### src/rtl/seg_i2c_pkg.sv
// Shared types and constants for the 7-segment display I2C link.
// Both the display driver and the target side import the device address from here.
package seg_i2c_pkg;

    localparam int         NUM_DIGITS   = 4;
    localparam logic [6:0] SEG_DEV_ADDR = 7'h70;

    typedef enum logic [2:0] {
        ST_IDLE,
        ST_ADDR,
        ST_ADDR_ACK,
        ST_DATA,
        ST_DATA_ACK,
        ST_IGNORE
    } i2c_tgt_state_e;

endpackage

### src/rtl/seg_i2c_target_if.sv
// I2C bus lines as seen by the display target.
// The master side drives SCL/SDA, and the target side may only pull SDA low.
interface seg_i2c_target_if;

    logic scl_in;
    logic sda_in;
    logic sda_out;
    logic sda_out_en;

    modport master (output scl_in, output sda_in, input sda_out, input sda_out_en);
    modport slave  (input scl_in, input sda_in, output sda_out, output sda_out_en);

endinterface

### src/rtl/seg_i2c_target_line_sync.sv
// Synchronizer chain plus one history flop for a single bus line.
// It provides the clean level and one-cycle rise/fall strobes in the clk domain.
module i2c_line_sync #(
    parameter int STAGES = 2
) (
    input  logic clk,
    input  logic rst_n,
    input  logic sync_reset,
    input  logic line_in,
    output logic level,
    output logic rise,
    output logic fall
);

    logic [STAGES-1:0] sync_q;
    logic              hist_q;

    // An idle I2C line floats high, so reset to 1 to avoid phantom edges
    always_ff @(posedge clk or negedge rst_n) begin
        if (!rst_n) begin
            sync_q <= '1;
            hist_q <= 1'b1;
        end else if (sync_reset) begin
            sync_q <= '1;
            hist_q <= 1'b1;
        end else begin
            sync_q <= {sync_q[STAGES-2:0], line_in};
            hist_q <= sync_q[STAGES-1];
        end
    end

    assign level = sync_q[STAGES-1];
    assign rise  = level & ~hist_q;
    assign fall  = ~level & hist_q;

endmodule

### src/rtl/seg_i2c_target.sv
// I2C write-only target for the 7-segment controller.
// It captures four digit bytes and commits them on a STOP that ends a complete frame.
module seg_i2c_target
    import seg_i2c_pkg::*;
#(
    parameter logic [6:0] DEV_ADDR    = SEG_DEV_ADDR,
    parameter int         SYNC_STAGES = 2
) (
    input  logic            clk,
    input  logic            rst_n,
    input  logic            sync_reset,
    seg_i2c_target_if.slave bus,
    output logic [31:0]     digits_flat,
    output logic            frame_valid,
    output logic            frame_err,
    output logic            busy
);

    localparam logic [2:0] BYTE_FULL = 3'(NUM_DIGITS);

    logic scl_level, scl_rise, scl_fall;
    logic sda_level, sda_rise, sda_fall;
    logic start_det, stop_det;

    i2c_tgt_state_e               state_q, state_d;
    logic [2:0]                   bit_cnt_q, bit_cnt_d;
    logic [7:0]                   shift_q, shift_d;
    logic [7:0]                   byte_next;
    logic [2:0]                   byte_cnt_q, byte_cnt_d;
    logic                         overflow_q, overflow_d;
    logic [NUM_DIGITS-1:0][7:0]   staging_q, staging_d;
    logic [31:0]                  digits_q, digits_d;
    logic                         ack_q, ack_d;
    logic                         busy_q, busy_d;
    logic                         valid_q, valid_d;
    logic                         err_q, err_d;

    i2c_line_sync #(.STAGES(SYNC_STAGES)) u_scl_sync (
        .clk(clk), .rst_n(rst_n), .sync_reset(sync_reset), .line_in(bus.scl_in),
        .level(scl_level), .rise(scl_rise), .fall(scl_fall)
    );

    i2c_line_sync #(.STAGES(SYNC_STAGES)) u_sda_sync (
        .clk(clk), .rst_n(rst_n), .sync_reset(sync_reset), .line_in(bus.sda_in),
        .level(sda_level), .rise(sda_rise), .fall(sda_fall)
    );

    assign start_det = sda_fall & scl_level;
    assign stop_det  = sda_rise & scl_level;
    assign byte_next = {shift_q[6:0], sda_level};

    // START/STOP take priority over bit sampling in the same cycle
    always_comb begin
        state_d    = state_q;
        bit_cnt_d  = bit_cnt_q;
        shift_d    = shift_q;
        byte_cnt_d = byte_cnt_q;
        overflow_d = overflow_q;
        staging_d  = staging_q;
        digits_d   = digits_q;
        ack_d      = ack_q;
        busy_d     = busy_q;
        valid_d    = 1'b0;
        err_d      = 1'b0;

        if (start_det) begin
            err_d      = (state_q != ST_IDLE) && (byte_cnt_q != 3'd0);
            staging_d  = '0;
            byte_cnt_d = 3'd0;
            overflow_d = 1'b0;
            bit_cnt_d  = 3'd0;
            ack_d      = 1'b0;
            busy_d     = 1'b1;
            state_d    = ST_ADDR;
        end else if (stop_det) begin
            if (state_q != ST_IDLE) begin
                if (overflow_q || (byte_cnt_q != 3'd0 && byte_cnt_q != BYTE_FULL)) begin
                    err_d = 1'b1;
                end else if (byte_cnt_q == BYTE_FULL) begin
                    valid_d  = 1'b1;
                    digits_d = staging_q;
                end
                byte_cnt_d = 3'd0;
                overflow_d = 1'b0;
                bit_cnt_d  = 3'd0;
                ack_d      = 1'b0;
                busy_d     = 1'b0;
                state_d    = ST_IDLE;
            end
        end else begin
            case (state_q)
                ST_ADDR: begin
                    if (scl_rise) begin
                        shift_d   = byte_next;
                        bit_cnt_d = bit_cnt_q + 3'd1;
                        if (bit_cnt_q == 3'd7) begin
                            state_d = (byte_next == {DEV_ADDR, 1'b0}) ? ST_ADDR_ACK : ST_IGNORE;
                        end
                    end
                end
                // First SCL fall pulls SDA low, the next one ends the ACK clock
                ST_ADDR_ACK, ST_DATA_ACK: begin
                    if (scl_fall) begin
                        if (!ack_q) begin
                            ack_d = 1'b1;
                        end else begin
                            ack_d     = 1'b0;
                            bit_cnt_d = 3'd0;
                            state_d   = ST_DATA;
                        end
                    end
                end
                ST_DATA: begin
                    if (scl_rise) begin
                        shift_d   = byte_next;
                        bit_cnt_d = bit_cnt_q + 3'd1;
                        if (bit_cnt_q == 3'd7) begin
                            if (byte_cnt_q < BYTE_FULL) begin
                                staging_d[byte_cnt_q[1:0]] = byte_next;
                                byte_cnt_d = byte_cnt_q + 3'd1;
                                state_d    = ST_DATA_ACK;
                            end else begin
                                overflow_d = 1'b1;
                                state_d    = ST_IGNORE;
                            end
                        end
                    end
                end
                default: ;
            endcase
        end

        if (sync_reset) begin
            state_d    = ST_IDLE;
            bit_cnt_d  = 3'd0;
            shift_d    = 8'd0;
            byte_cnt_d = 3'd0;
            overflow_d = 1'b0;
            staging_d  = '0;
            digits_d   = 32'd0;
            ack_d      = 1'b0;
            busy_d     = 1'b0;
            valid_d    = 1'b0;
            err_d      = 1'b0;
        end
    end

    always_ff @(posedge clk or negedge rst_n) begin
        if (!rst_n) begin
            state_q    <= ST_IDLE;
            bit_cnt_q  <= 3'd0;
            shift_q    <= 8'd0;
            byte_cnt_q <= 3'd0;
            overflow_q <= 1'b0;
            staging_q  <= '0;
            digits_q   <= 32'd0;
            ack_q      <= 1'b0;
            busy_q     <= 1'b0;
            valid_q    <= 1'b0;
            err_q      <= 1'b0;
        end else begin
            state_q    <= state_d;
            bit_cnt_q  <= bit_cnt_d;
            shift_q    <= shift_d;
            byte_cnt_q <= byte_cnt_d;
            overflow_q <= overflow_d;
            staging_q  <= staging_d;
            digits_q   <= digits_d;
            ack_q      <= ack_d;
            busy_q     <= busy_d;
            valid_q    <= valid_d;
            err_q      <= err_d;
        end
    end

    assign bus.sda_out    = 1'b0;
    assign bus.sda_out_en = ack_q;
    assign digits_flat    = digits_q;
    assign frame_valid    = valid_q;
    assign frame_err      = err_q;
    assign busy           = busy_q;

endmodule

### src/flat_wrapper.sv
// flat-port wrapper written by rule: the top's interface ports become plain ports
module seg_i2c_target_flat import seg_i2c_pkg::*;
#(
    parameter logic [6:0] DEV_ADDR    = SEG_DEV_ADDR,
    parameter int         SYNC_STAGES = 2
)
  (clk, rst_n, sync_reset, digits_flat, frame_valid, frame_err, busy, bus_scl_in, bus_sda_in, bus_sda_out, bus_sda_out_en);
  seg_i2c_target_if bus_i ();
  input  logic clk;
  input  logic rst_n;
  input  logic sync_reset;
  output logic [31:0] digits_flat;
  output logic frame_valid;
  output logic frame_err;
  output logic busy;
  input wire logic [$bits(bus_i.scl_in)-1:0] bus_scl_in;
  input wire logic [$bits(bus_i.sda_in)-1:0] bus_sda_in;
  output wire logic [$bits(bus_i.sda_out)-1:0] bus_sda_out;
  output wire logic [$bits(bus_i.sda_out_en)-1:0] bus_sda_out_en;
  assign bus_i.scl_in = bus_scl_in;
  assign bus_i.sda_in = bus_sda_in;
  assign bus_sda_out = bus_i.sda_out;
  assign bus_sda_out_en = bus_i.sda_out_en;
  seg_i2c_target #(.DEV_ADDR(DEV_ADDR), .SYNC_STAGES(SYNC_STAGES)) u_core (.clk(clk), .rst_n(rst_n), .sync_reset(sync_reset), .bus(bus_i), .digits_flat(digits_flat), .frame_valid(frame_valid), .frame_err(frame_err), .busy(busy));
endmodule
### config.mk
export PLATFORM = sky130hd
export DESIGN_NAME = seg_i2c_target_flat
export DESIGN_NICKNAME = d
export VERILOG_FILES = /design/src/rtl/seg_i2c_pkg.sv /design/src/rtl/seg_i2c_target_if.sv /design/src/rtl/seg_i2c_target_line_sync.sv /design/src/rtl/seg_i2c_target.sv /design/src/flat_wrapper.sv
export SDC_FILE = /design/constraint.sdc
export NUM_CORES = 1
export LEC_CHECK = 0
export ABC_AREA = 1
export CORE_UTILIZATION = 55
export CTS_CLUSTER_SIZE = 40
export DETAILED_ROUTE_END_ITERATION = 7
export PLACE_DENSITY = 0.83
export SLEW_MARGIN = 20
export SYNTH_ARGS = -nofsm -noshare
export SYNTH_HDL_FRONTEND = slang
export SYNTH_SLANG_ARGS = --single-unit
### constraint.sdc
create_clock -name clk -period 2.9 [get_ports clk]
set_clock_uncertainty 0.15 [all_clocks]
set_input_delay 0.29 -clock clk [delete_from_list [all_inputs] [get_ports clk]]
set_output_delay 0.29 -clock clk [all_outputs]
set_load 0.005 [all_outputs]
* Word level (Yosys, flattened, before mapping)
Index checks and enable logic that the tools add are counted.
Word-level totals: bits in registers 91, input port bits 5, output and inout bits 37, logic and storage cells 170
Operators by class: $add $sub $neg 2, order comparisons 3, eq/ne operators 21, mux-type cells 80, bitwise gates (word level) 10, reductions and logical operators 36
Operator list (number):
- two-way mux 32 bit | 13
- two-way mux 3 bit | 24
- two-way mux 7 bit | 5
- bitwise mux 32 bit | 1
- two-way mux 1 bit | 31
- inequality test 5 x 2 -> 1 bit, second input constant | 6
- AND reduction 5 bit | 5
- nonzero test 3 bit | 8
- nonzero test 4 bit | 6
- demux 8 bit (select 2 bit) | 1
- nonzero test 2 bit | 5
- equality test 3 bit, second input constant | 3
- case mux 3 bit (3 select lines) | 1
- equality test 8 bit, second input constant | 1
- two-way mux 8 bit | 1
- AND reduction 8 bit | 1
- adder 3 x 1 -> 3 bit, second input constant | 2
- bitwise AND 1 bit | 6
- equality test 3 x 2 -> 1 bit, second input constant | 2
- inequality test 2 bit, second input constant | 3
- case mux 3 bit (2 select lines) | 1
- nonzero test 6 bit | 1
- inequality test 5 x 1 -> 1 bit, second input constant | 1
- nonzero test 5 bit | 1
- other kinds (16) | 23

* Depth between registers and ports, before layout
Gate-level depths: netlist of run 1.
depth after elaboration 12, gate-level depth with buffers 10, depth with buffers taken out 10

* Modules after synthesis
From an unflattened synthesis of run 1, not the netlist that was laid out.
Unflattened totals: cells, all modules 497, area total of the unflattened synthesis 4150.2 um^2
By module, submodules not included:
- seg_i2c_target | times used 1, cells an instance 471, area each 3917.5 um^2, seq. area each 2127.0 um^2
- i2c_line_sync | times used 2, cells an instance 13, area each 116.4 um^2, seq. area each 78.8 um^2

* Worst setup path after synthesis of run 1
No wires, ideal clock.
path kind register -> register, start point register u_core.byte_cnt_q[0], end point register u_core.err_q, in the netlist u_core.frame_err, setup time 0.120 ns, arrival 1.398 ns, data required time 2.630 ns, slack 1.233 ns, cell stages (with the launch flop) 9, buffers on the path 0, period minus slack after synthesis 1.667 ns, cell sequence dfrtp_1 -> inv_1 -> ha_1 -> inv_1 -> or2_2 -> nand2_1 -> a21oi_1 -> a31oi_1 -> nor2_1
Between the ends: word-level cells in the longest chain between the ends 8, elaborated cells between the ends (all ways) 10, those cells by class eq/ne: 1; mux: 5; reduce/logical: 4
Ends and longest elaborated chain:
- start, declared | line seg_i2c_target.sv:29 | logic [2:0] byte_cnt_q, byte_cnt_d;
- start signal, assigned | line seg_i2c_target.sv:165 | byte_cnt_q <= byte_cnt_d;
- inequality test 3 bit / nonzero test 3 bit (equally long branches) | line seg_i2c_target.sv:77, seg_i2c_target.sv:67
- logical AND 1 bit | line seg_i2c_target.sv:77 | if (overflow_q || (byte_cnt_q != 3'd0 && byte_cnt_q != BYTE_FULL)) begin
- logical OR 1 bit | line seg_i2c_target.sv:77
- two-way mux 1 bit | line seg_i2c_target.sv:77
- two-way mux 1 bit | line seg_i2c_target.sv:76 | if (state_q != ST_IDLE) begin
- two-way mux 1 bit | line seg_i2c_target.sv:75 | end else if (stop_det) begin
- two-way mux 1 bit (*) | line seg_i2c_target.sv:66 | if (start_det) begin
- two-way mux 1 bit (*) | line seg_i2c_target.sv:133 | if (sync_reset) begin
- net u_core.err_d | line seg_i2c_target.sv:36 | logic err_q, err_d;
- end signal, assigned | line seg_i2c_target.sv:172 | err_q <= err_d;
- end, declared | line seg_i2c_target.sv:36
The timed path passes the listed nets; every way through them passes the cells marked *. A chain may end at the register's enable or synchronous reset.

* Worst setup path after layout of run 1
start point register u_core.u_sda_sync.sync_q[1], end point register u_core.digits_q[12], in the netlist u_core.digits_flat[12]
Between the ends: word-level cells in the longest chain between the ends 5, elaborated cells between the ends (all ways) 8, those cells by class eq/ne: 1; bitwise: 5; reduce/logical: 2
Ends and longest elaborated chain:
- start, declared | line seg_i2c_target_line_sync.sv:15 | logic [STAGES-1:0] sync_q;
- start signal, assigned | line seg_i2c_target_line_sync.sv:27 | sync_q <= {sync_q[STAGES-2:0], line_in};
- NOT 1 bit | line seg_i2c_target_line_sync.sv:34 | assign fall = ~level & hist_q;
- bitwise AND 1 bit | line seg_i2c_target_line_sync.sv:34
- bitwise AND 1 bit | line seg_i2c_target.sv:48 | assign start_det = sda_fall & scl_level;
- inequality test 2 bit (no line)
- AND reduction 5 bit (no line) (*)
- end signal, assigned | line seg_i2c_target.sv:168 | digits_q <= digits_d;
- end, declared | line seg_i2c_target.sv:32 | logic [31:0] digits_q, digits_d;
Every way passes the cells marked *; elsewhere a longest branch is shown, timed or not.

==> results of run 1 <==
-- metrics by stage --
step	hold slack, ns	area (um2)
finish	0.325	5030
CTS	0.328	5030
detailed placement	0.250	4820
global placement	0.235	4820
global route	0.335	5030
floorplan	-0.156	4370
-- registers in the layout (all words and copies together), names as in the netlist, 2 cells and up --
name,flops
u_core.u_sda_sync.sync_q,2
u_core.u_scl_sync.sync_q,2
u_core.state_q,3
u_core.byte_cnt_q,3
u_core.digits_flat,32
u_core.shift_q,7
u_core.bit_cnt_q,3
u_core.staging_q,32
-- final timing paths --
| check | end | slack, ns | depth (start not counted) |
|---|---|---|---|
| worst max-delay path | u_core.digits_flat[12] | 0.62 | 6 |
| worst min-delay path | u_core.staging_q[0] | 0.33 | 2 |
| worst max register to register | u_core.digits_flat[12] | 0.62 | 6 |
| worst min register to register | u_core.staging_q[0] | 0.33 | 2 |
| max in group asynchronous | u_core.shift_q[0] | 1.61 | 3 |
| min in group asynchronous | u_core.byte_cnt_q[0] | 0.37 | 2 |
-- kinds of logic (layout without fill, tap and decap cells) --
kind of cell,after synthesis,after routing,synth area share
xor+xnor,1,1,0.00200
other cells,1,1,0.000858
simple gates,275,275,0.289
compound gates,53,53,0.0833
buf+inv,80,125,0.0850
flops,91,91,0.522
fa+ha+maj,6,6,0.0172
-- placed cells by master, fill, tap and decap left out, types with 3 or more instances in the layout --
master           Yosys  final
nand3_2              6      6
nor2_2               3      3
a21oi_1              4      4
o21ai_1              8      8
nor2_4               4      4
dfrtp_1             85     85
o21ai_0             14     14
or2_2                6      6
buf_4                4      6
o21ai_2             26     25
nand4_1             35     35
nor2_1              33     33
dfstp_2              6      6
nand2_2              6      6
inv_2                5      5
inv_1               57     57
ha_1                 6      6
inv_6                0      3
clkbuf_8             0      9
nand2_1            156    156
nand3_1             23     23
clkdlybuf4s50_1      0     39
-- worst reg2reg max path, stage by stage (launching register included) --
cell and delay (ns):
dfstp_2 0.61, nand2_2 0.08, nor2_4 0.18, nand2_2 0.13
o21ai_4 0.56, buf_4 0.38, o21ai_2 0.08
-- metal layers --
| layer | routed length (um) | vias to the layer above |
|---|---|---|
| met1 | 3900 | 1595 |
| met3 | 456 | 16 |
| li1 | - | 1693 |
| met2 | 4190 | 102 |
| met4 | 144 | 0 |
| met5 | 0 | - |
-- area by class of cell --
class	instances	area, um2	share of cell area
flip-flops and latches	91	2280	0.454
multi-input cells	336	1720	0.343
repair buffers	47	465	0.0926
inverters	62	233	0.0463
well taps	102	128	0.0254
clock buffers	9	124	0.0246
clock inverters	7	70.1	0.0139
-- power breakdown --
group | internal (mW) | switching (mW)
registers | 1.33 | 0.0512
logic | 0.158 | 0.351
clock network | 0.335 | 0.498
total | 1.82 | 0.901
-- repair_timing --
action                                  4_1_cts  5_1_grt
hold buffers                                  1        0
endpoints found under the hold margin        50        0
endpoints found under the setup margin        0        0
setup buffers                                 0        0
==> summary.md, run 1 <==
| Metric | Value |
|---|---|
| Outcome | complete, no violations |
| Slew Limit Fails | 0 |
| Drc violations | 0 |
| Max-slew headroom | 0.488 |
| Post-synth EDFFs | 0 |
| Die height | just over 90 um |
| Worst path slowest cell | dfstp_2 |
| CTS tree | yes |
| Drt first pass iters | 5 |
| Via Count | 3406 |
| Placed insts | 637 |
| Synth unique cells | 28 |
| CTS Buffer Depth | 2 |
| VDD IR max | between 300 and 400 uV |
| CTS sink cnt | 91 |
| Worst r2r src | u_core.u_sda_sync.sync_q[1] |
| DRT iter0 DRCs | between 200 and 250 |
| Pwr Total | around 2.7 mW |
| Nets | between 500 and 600 |
| GR Util met3 | 0.0461 |
| Synth Register Bits | between 90 and 100 |
| Met2 usage | 0.383 |
| Area Overhead vs Synth | 15.0% |
| Worst Max-Slew Pin Slew | 0.762 ns |
| Top-area cell type share of the netlist area | 0.486 |
| Share of flip-flops with an asynchronous set or reset | 1.00 |
| # port buffers | 40 |
| Critical path's top delay family | compound AO/OA/AOI/OAI gates |
| Mapped Cells | 507 |
| Filler cell count | 631 |
| Sequential area share after synthesis | 0.522 |
| Synth Net Count | 518 |
| Number of I/O pins | 42 |
| Core Region | ~7700 um2 |
| Final min period | around 2.3 ns |
| Count leader, synth | nand2_1 |
| Layout cell share with drive strength beyond 1 | 0.156 |
| Avg Synthesized Cell Area | between 8 and 9 um2 |
| Die Area | between 8000 and 9000 um2 |
| Final Hold Viols | 0 |
| # setup viols final | 0 |
| Row count | 32 |
| Min setup slack post-route | 0.621 ns |
| Worst-path cell chain | nand2_2, nor2_4, nand2_2, o21ai_4, buf_4, o21ai_2 |
| Synth top area cells | dfrtp_1 49%, nand2_1 13%, o21ai_2 5.2% |
| Most used cell, CP | nand2_2 |
| Yosys warns | 0 |
| Yosys top cell by area | dfrtp_1 |
| Tot GR Track Use | 0.231 |
| DR WL/cell | between 10 and 15 um |
| Antenna viol nets, final | 0 |
| Clock root cell | clkbuf_8 |
| Placement Setup Slack | between 0.6 and 0.7 ns |
| Synthesized cell area | 4370 um2 |
| Largest net degree at the start of global routing | between 50 and 60 |
| Pwr Density | about 540 nW/um2 |
| Crit path from | u_core.u_sda_sync.sync_q[1] |
| Most frequent cells after synthesis | 156 x nand2_1, 85 x dfrtp_1, 57 x inv_1 |
| H-tree depth | 3 |
| Die Wd | roughly 90 um |
| GP Congestion | between 0.8 and 0.9 |
| Initial antenna violation count | 0 |
| Reg clk slew, reported paths | 0.10 ns |
| Clock Latency Late Sink | roughly 0.37 ns |
| Max frequency | approximately 440 MHz |
| Max FO, Critical Path | 18 |
| DR vias/cell | ~5.2 |
| Top_reg_cell synth | dfrtp_1 |
| DP HPWL | ~6 mm |
| Starting Density | 0.566 |
| RSZ-0062 raised after global routing | no |
| Num CTS Buffers | 9 |
| First-pass GRT wire length | 15.1 mm |
| CP Buf/Inv Count | 1 |
| Worst EP required | 3.02 ns |
| Total of max-cap violations | 0 |
| Routed wire length | slightly below 9 mm |
| Crit path launch type | register |
| Setup crit end kind | register |
| Vias in the first global route | 3238 |
| Leak | ~2.5 nW |
| Number of diodes | 0 |
| Worst setup path class | register to register |
| HP Start | u_core.staging_q[0] |
| Cell Count, Final, Fillers Out | 654 |
| Final Cycle Share | 0.786 |
| Met1 Use GR | 0.307 |
| Layout Utilization | 0.651 |
| Grt ovf | 0 |
| Critical Path AT | 2.39 ns |
| GRT busiest layer | met2 |
| Worst Hold Class | register to register |
| CP max stage delay | 0.61 ns |
| Setup_tns | 0 ns |
| Number of gates resized after CTS | 0 |
Note: power is estimated with default switching activity, not from simulation.
==> run 2, diff against run 1 <==
clock period = 2.31 ns   (was 2.9 ns; I/O delays follow)
==> run 2 against run 1 <==
Against the previous run: routed wire length up 2.5%; sequential share of layout area down 0.29 points; final area up 0.65%; clock-buffer cell count up 1; critical path type unchanged; global-route usage up 0.82 points.
==> summary.md, run 2 (synthesized netlist as in run 1, its figures left out) <==
| Metric | Value |
|---|---|
| Die height | 91.2 um (unchanged) |
| Num CTS Buffers | 9 (unchanged) |
| Min setup slack post-route | 0.235 ns (was 0.621 ns) |
| RSZ-0062 raised after global routing | no (unchanged) |
| Core Region | 7730 um2 (unchanged) |
| Layout cell share with drive strength beyond 1 | 0.159 (was 0.156) |
| Pint | 2.31 mW (was 1.82 mW) |
| Final min period | 2.08 ns (was 2.28 ns) |
| GP Congestion | 0.927 (was 0.863) |
| Drc violations | 0 (unchanged) |
| H-tree depth | 3 (unchanged) |
| Vias in the first global route | 3350 (was 3238) |
| DR vias/cell | 5.24 (was 5.21) |
| DR WL/cell | 13.6 um (was 13.3 um) |
| Area Overhead vs Synth | 15.7% (was 15.0%) |
| DRT iter0 DRCs | 255 (was 202) |
| CTS sink cnt | 91 (unchanged) |
| CTS tree | yes (unchanged) |
| Placement Setup Slack | 0.231 ns (was 0.660 ns) |
| Clock power share | 0.306 (about the same) |
| Nets | 560 (was 558) |
| Die Area | 8310 um2 (unchanged) |
| Outcome | complete, no violations (unchanged) |
| Switching share of total power | 0.328 (was 0.331) |
| Routed wire length | 8.91 mm (was 8.70 mm) |
| CTS Buffer Depth | 2 (unchanged) |
| Setup crit end kind | register (unchanged) |
| Reg clk slew, reported paths | 0.10 ns (about the same) |
| Pwr Density | 679 nW/um2 (was 541 nW/um2) |
| Final Cycle Share | 0.898 (was 0.786) |
| Drt first pass iters | 5 (unchanged) |
| # port buffers | 40 (unchanged) |
| Total of max-cap violations | 0 (unchanged) |
| Via Count | 3435 (was 3406) |
| Max-slew headroom | 0.638 (was 0.488) |
| Tot GR Track Use | 0.239 (was 0.231) |
| Number of I/O pins | 42 (unchanged) |
| Sw Pwr | 1.13 mW (was 0.901 mW) |
| VDD IR max | 444 uV (was 323 uV) |
| Clock Latency Late Sink | 0.37 ns (about the same) |
| Max frequency | 482 MHz (was 439 MHz) |
| Leak | 2.49 nW (was 2.48 nW) |
| Commonest non-fill, non-tap cell in the layout | nand2_1 (unchanged) |
| Slew Limit Fails | 0 (unchanged) |
| Register share of total power | 0.504 (was 0.506) |
| Die Wd | 91.2 um (unchanged) |
| Row count | 32 (unchanged) |
| Worst Hold Class | input port to async pin (was register to register) |
| Worst setup path class | register to register (unchanged) |
| Final Hold Viols | 0 (unchanged) |
| First-pass GRT wire length | 15.6 mm (was 15.1 mm) |
| Worst Max-Slew Pin Slew | 0.542 ns (was 0.762 ns) |
| Critical Path AT | 2.19 ns (was 2.39 ns) |
| Antenna viol nets, final | 0 (unchanged) |
| Most frequent cells in the layout | 156 x nand2_1, 85 x dfrtp_1, 57 x inv_1 (unchanged) |
| Setup_tns | 0 ns (unchanged) |
| Max FO, Critical Path | 36 (was 18) |
| Starting Density | 0.566 (unchanged) |
| Pwr Total | 3.44 mW (was 2.72 mW) |
| Crit path launch type | register (unchanged) |
| Largest net degree at the start of global routing | 41 (was 58) |
| DP HPWL | 6.36 mm (was 6.02 mm) |
| Number of diodes | 0 (unchanged) |
| Clock root cell | clkbuf_8 (unchanged) |
| Grt ovf | 0 (unchanged) |
| Initial antenna violation count | 0 (unchanged) |
| # setup viols final | 0 (unchanged) |
| Gate power share | 0.190 (was 0.187) |
| Worst EP required | 2.43 ns (was 3.02 ns) |
==> run 2: cell count changes in the layout (fill, tap and decap cells not counted), sizes merged <==
cell,change
clkbuf,+1
clkinvlp,+1
clkinv,-2
buf,+2
==> run 2: through the flow <==
step / cell area (um2) / cells / util / hold WS [ns]
floorplan: 4370 / 507 / - / -0.215
global placement: 4850 / 639 / 0.628 / 0.0130
detailed placement: 4850 / 639 / 0.628 / 0.0159
CTS: 5050 / 656 / 0.654 / 0.164
global route: 5060 / 656 / 0.655 / 0.190
finish: 5060 / 656 / 0.655 / 0.169
==> run 2: final cells by class <==
cell class	instances	area, um2
fillers	656	2670
flip-flops and latches	91	2280
multi-input cells	336	1730
repair buffers	49	493
inverters	62	233
clock buffers	10	138
well taps	102	128
clock inverters	6	52.6
==> run 2: final timing paths <==
check / slack, ns / start / endpoint / cells after the start
worst max register to register: 0.23 / u_core.u_scl_sync.sync_q[1] / u_core.staging_q[14] / 7
worst min-delay path: 0.17 / rst_n / u_core.frame_err / 2
min in group clk: 0.27 / bus_sda_in / u_core.u_sda_sync.sync_q[0] / 2
max in group asynchronous: 1.19 / rst_n / u_core.digits_flat[31] / 3
worst max-delay path: 0.23 / u_core.u_scl_sync.sync_q[1] / u_core.staging_q[14] / 7
worst min register to register: 0.33 / u_core.staging_q[7] / u_core.staging_q[7] / 2
==> run 2: critical path, stage by stage, from the launching register on <==
cell and delay (ns):
dfstp_2 0.58, inv_1 0.06, nor2_1 0.25, nand3_1 0.26
nand2_8 0.26, nand3_2 0.20, nand2_1 0.14, nand2_1 0.06
==> run 2: routing by layer <==
metal,vias up,part of all wire,track usage
li1,1707,-,-
met1,1622,0.46,0.323
met2,92,0.48,0.389
met3,14,0.039,0.0402
met4,0,0.020,0.0899
met5,-,0,0
==> run 2: power by group through the flow <==
stage                     logic (mW)  clock network [mW]  registers (mW)
final                          0.653                1.05            1.73
after detailed placement       0.648                   0            1.76
after floorplan                0.477                   0            1.74
after CTS                      0.654                1.07            1.73
after global placement         0.629                   0            1.76
after global routing           0.736                1.14            1.74
==> run 2: what timing repair did <==
item | CTS | global route
endpoints found under the hold margin | 64 | 0
setup endpoints to repair | 0 | 10
hold buffers | 1 | 0
buffers inserted | 0 | 0
gates resized for setup | 0 | 1
